## config.mk

```make
export PLATFORM = sky130hd
export DESIGN_NAME = clip_scheduler
export DESIGN_NICKNAME = d
export VERILOG_FILES = /design/src/rtl/clip_scheduler.sv
export SDC_FILE = /design/constraint.sdc
export NUM_CORES = 1
export LEC_CHECK = 0
export BUFFER_PORTS_ARGS = -buffer_cell sky130_fd_sc_hd__buf_4
export CORE_MARGIN = 2
export CORE_UTILIZATION = 64
export CTS_BUF_LIST = sky130_fd_sc_hd__clkbuf_4 sky130_fd_sc_hd__clkbuf_8
export CTS_CLUSTER_SIZE = 16
export DETAILED_ROUTE_END_ITERATION = 16
export GPL_TIMING_DRIVEN = 0
export PLACE_DENSITY_LB_ADDON = 0.12
export SYNTH_ARGS = -nofsm -noshare
export SYNTH_HDL_FRONTEND = slang
export SYNTH_SLANG_ARGS = --single-unit
```

## constraint.sdc

```tcl
create_clock -name clk -period 6.1 [get_ports clk]
set_clock_uncertainty 0.15 [all_clocks]
set_input_delay 0.61 -clock clk [delete_from_list [all_inputs] [get_ports clk]]
set_output_delay 0.61 -clock clk [all_outputs]
set_load 0.005 [all_outputs]
```

## src/rtl/clip_scheduler.sv

```systemverilog
// Audio clip scheduler: arbitrates count/color requests into a clip FIFO and
// sequences one clip at a time through a shared sample player.
module clip_scheduler #(
    parameter int QDEPTH    = 4,
    parameter int COUNT_MAX = 9
) (
    input  logic                      clk,
    input  logic                      reset,
    input  logic                      redCountAudioRequest,
    input  logic                      greenCountAudioRequest,
    input  logic                      redAudioRequest,
    input  logic                      greenAudioRequest,
    input  logic                      sampleDoneAck,
    input  logic                      playerDone,
    output logic                      playStart,
    output logic [4:0]                clipSel,
    output logic                      sampleDone,
    output logic                      busy,
    output logic [$clog2(QDEPTH):0]   queueLevel,
    output logic                      dropped,
    output logic [3:0]                redCount,
    output logic [3:0]                greenCount
);

    localparam int PW = $clog2(QDEPTH);
    localparam int LW = PW + 1;
    localparam logic [4:0] CLIP_RED   = 5'd16;
    localparam logic [4:0] CLIP_GREEN = 5'd17;

    typedef enum logic [1:0] {IDLE, START, PLAY, DONE} state_t;

    state_t        state;
    logic [4:0]    mem [QDEPTH];
    logic [PW-1:0] wr_ptr;
    logic [PW-1:0] rd_ptr;

    logic          req_any;
    logic          req_multi;
    logic [4:0]    push_val;
    logic          pop;
    logic          full;
    logic          push;
    logic [3:0]    red_next;
    logic [3:0]    green_next;

    assign red_next   = (redCount   == 4'(COUNT_MAX)) ? '0 : redCount   + 4'd1;
    assign green_next = (greenCount == 4'(COUNT_MAX)) ? '0 : greenCount + 4'd1;

    assign req_any   = redCountAudioRequest | greenCountAudioRequest |
                       redAudioRequest | greenAudioRequest;
    assign req_multi = (32'(redCountAudioRequest) + 32'(greenCountAudioRequest) +
                        32'(redAudioRequest) + 32'(greenAudioRequest)) > 32'd1;

    always_comb begin
        push_val = '0;
        if (redCountAudioRequest)
            push_val = {1'b0, red_next};
        else if (greenCountAudioRequest)
            push_val = {1'b0, green_next};
        else if (redAudioRequest)
            push_val = CLIP_RED;
        else if (greenAudioRequest)
            push_val = CLIP_GREEN;
    end

    // A full queue still accepts when the head leaves in the same cycle.
    assign pop  = (state == START);
    assign full = (queueLevel == LW'(QDEPTH));
    assign push = req_any && (!full || pop);

    always_ff @(posedge clk) begin
        if (push)
            mem[wr_ptr] <= push_val;
    end

    always_ff @(posedge clk or negedge reset) begin
        if (!reset) begin
            wr_ptr     <= '0;
            rd_ptr     <= '0;
            queueLevel <= '0;
            dropped    <= 1'b0;
            redCount   <= '0;
            greenCount <= '0;
        end else begin
            if (push) begin
                wr_ptr <= wr_ptr + 1'b1;
                if (redCountAudioRequest)
                    redCount <= red_next;
                else if (!redCountAudioRequest && greenCountAudioRequest)
                    greenCount <= green_next;
            end
            if (pop)
                rd_ptr <= rd_ptr + 1'b1;
            if (push && !pop)
                queueLevel <= queueLevel + 1'b1;
            else if (pop && !push)
                queueLevel <= queueLevel - 1'b1;
            if (req_multi || (req_any && !push))
                dropped <= 1'b1;
        end
    end

    always_ff @(posedge clk or negedge reset) begin
        if (!reset) begin
            state      <= IDLE;
            playStart  <= 1'b0;
            clipSel    <= '0;
            sampleDone <= 1'b0;
            busy       <= 1'b0;
        end else begin
            case (state)
                IDLE: begin
                    if (queueLevel != '0) begin
                        state     <= START;
                        playStart <= 1'b1;
                        clipSel   <= mem[rd_ptr];
                        busy      <= 1'b1;
                    end
                end
                START: begin
                    state     <= PLAY;
                    playStart <= 1'b0;
                end
                PLAY: begin
                    if (playerDone) begin
                        state      <= DONE;
                        sampleDone <= 1'b1;
                    end
                end
                DONE: begin
                    if (sampleDoneAck) begin
                        state      <= IDLE;
                        sampleDone <= 1'b0;
                        busy       <= 1'b0;
                        clipSel    <= '0;
                    end
                end
                default: state <= IDLE;
            endcase
        end
    end

endmodule

```

==> results.toml <==
[cts]
cts_tree = "done"
clkSinkCount = 46
clk_pin_slew_ps = 130
cts_resized = 0
numCtsBuffers = 5
ctsHtreeMaxLevel = 2
insertion_delay_ps = 360
clockBufferDepth = 2
root_buffer = "clkbuf_4"

[logic_synthesis]
yosys_warnings = 0
synth_top_area_share_pct = 29.4
synth_most_common_cell = "dfrtp_1"
synth_area_leaders = "dfrtp_1, edfxtp_1, ha_1, mux4_2, xnor2_1"
synthCells = 163
synthFlopType = "dfrtp_1"
synth.net_count = 185
synth_commonest_cells = "dfrtp_1, edfxtp_1, ha_1, inv_1, nand2_1"
syn_area_per_cell_um2 = 13.6
async_reset_ff_share_pct = 56.5
syn_area_um2 = 2210
ys_seq_area_share_pct = 56.5
synth-edff-count = 20
yosysTopAreaCell = "dfrtp_1"
synth_seq_cells = 46
synth.distinct_cells = 40

[floorplan]
initial_core_util_pct = 66.4
die_y_um = 62.8
core_um2 = 3340
io_pins = 28
rows = 21
die_area_um2 = 3950
die_x_um = 62.8

[drt]
via_per_inst = 5.59
vias = 1370
ant_nets = 0
wl_per_cell_um = 16.0
drtIter0Drc = 41
drtPass1Iterations = 4
postRouteWirelength_um = 3920
drc_errors = 0

[hold_path]
hp-class = "input port to flip-flop"

[placed_design]
port_buffers = 27
placed_area_um2 = 2470
post-place-ws_ps = 3330
place_hpwl_um = 2900
gp_congestion = 0.756
dp.cells = 236

[run]
cap_violations = 0

[global_route]
grt_pass1_wl_um = 6840
grt-ovfl-total = 0
grt_pass1_vias = 1490
grtUsageTotal_pct = 23.0
antenna_found_initial = 0
grt_max_degree = 27

[sta]
setup_viol = 0
hold_viol = 0
period_share_pct = 43.2
setup_ws_ps = 3460
worst_pin_slew_ps = 666
min_period_ps = 2640
slew_headroom_pct = 55.5
rsz0062_at_grt = "no"
fmax_mhz = 379
drv_slew = 0
fin_setup_tns_ps = 0

[final_layout]
drive_gt1_share_pct = 25.6
finalNetCount = 220
final_area_um2 = 2570
final_cells = 245
syn_to_final_growth_pct = 15.9
n_fill_cell = 222
n_antenna_cell = 0

[power]
leakagePower_nw = 1.10
vdd_ir_drop_max_v = 0.000258
p_per_area_nw_per_um2 = 543

[critical_path]
cpPeakStageDelay_ps = 440
worst-path-buf-inv = 2
cp.arrival_ps = 2790
critPathTopFamily = "adder cells"
path_class = "flip-flop to flip-flop"
cp_max_fo = 8
start_kind = "flip-flop"
cp_cell_sequence = "inv_1 > ha_1 > nor4b_4 > a21oi_2 > ha_1 > inv_1 > fa_1 > xor2_1 > nor2_1 > xor2_1"
cp_slowest_cell = "dfrtp_1"
crit_required_ps = 6250
endpoint_kind = "flip-flop"

[run_status]
status = "complete, no violations"
[path summary, 6_finish.rpt]
check / start / end / depth (start not counted) / slack (ps)
max reg2reg: state[1] / queueLevel[2] / 10 / 3460
min in group asynchronous: reset / clipSel[2] / 2 / 530
max in group asynchronous: reset / queueLevel[1] / 2 / 5020
min reg2reg: busy / busy / 1 / 350
min: sampleDoneAck / sampleDone / 2 / 290
max: state[1] / queueLevel[2] / 10 / 3460
[where the power goes]
part / internal (W) / switching, W / total, W
combinational: 0.000315 / 0.000301 / 0.000616
clock: 0.0000871 / 0.000100 / 0.000187
sequential: 0.000491 / 0.0000987 / 0.000590
total: 0.000893 / 0.000500 / 0.00139
[final cells by class]
cell class	count	area [µm²]	area share, %
buffer	2	8.76	0.341
clock buffer	5	37.5	1.46
clock inverter	3	43.8	1.71
inverter	12	45.0	1.76
tap	46	57.6	2.24
timing repair buffer	28	213	8.29
sequential	46	1250	48.8
multi-input combinational	103	910	35.4
[stage by stage]
stage               hold WS (ps)  power [W]  util (%)
floorplan                    164    0.00100         -
global placement             312    0.00117      74.2
detailed placement           322    0.00122      74.2
CTS                          270    0.00141      76.9
global route                 265    0.00150      76.9
finish                       293    0.00139      76.9
[cell families after synthesis]
logic type      Yosys count  share of synthesized area [%]
buf+inv                  14                           2.43
mux                      11                           8.08
flops                    46                           56.5
fa+ha+maj                14                           8.59
xor+xnor                 12                           5.08
compound gates           26                           8.14
simple gates             40                           11.2
[state kept, by name (all words and copies together) (netlist names)]
signal and flops:
mem 20, busy 1, redCount 4, clipSel 5
state 2, sampleDone 1, playStart 1, greenCount 4
rd_ptr 2, dropped 1, queueLevel 3, wr_ptr 2
[cells in the final DEF, fill, tap and decap left out, types with 5 or more instances in the layout]
| master | count |
|---|---|
| clkbuf_4 | 5 |
| inv_1 | 12 |
| buf_4 | 27 |
| ha_1 | 12 |
| nor2_1 | 8 |
| xnor2_1 | 7 |
| o21ai_0 | 8 |
| dfrtp_1 | 26 |
| a22o_1 | 6 |
| nand2_1 | 10 |
| nand2b_1 | 5 |
| edfxtp_1 | 20 |
| mux4_2 | 5 |
[timing repair]
item / 4_1_cts / 5_1_grt
setup buffers: 0 / 0
hold buffers: 1 / 0
endpoints found under the hold margin: 26 / 0
[metal layers]
layer  up-vias  GRT usage [%]  wire [µm]
met4         0           10.0        100
li1        652              -          -
met2        30           41.9       2080
met1       679           25.8       1610
met3         9           5.05        125
met5         -              0          0
No activity file was read; power rests on OpenSTA's default activity.
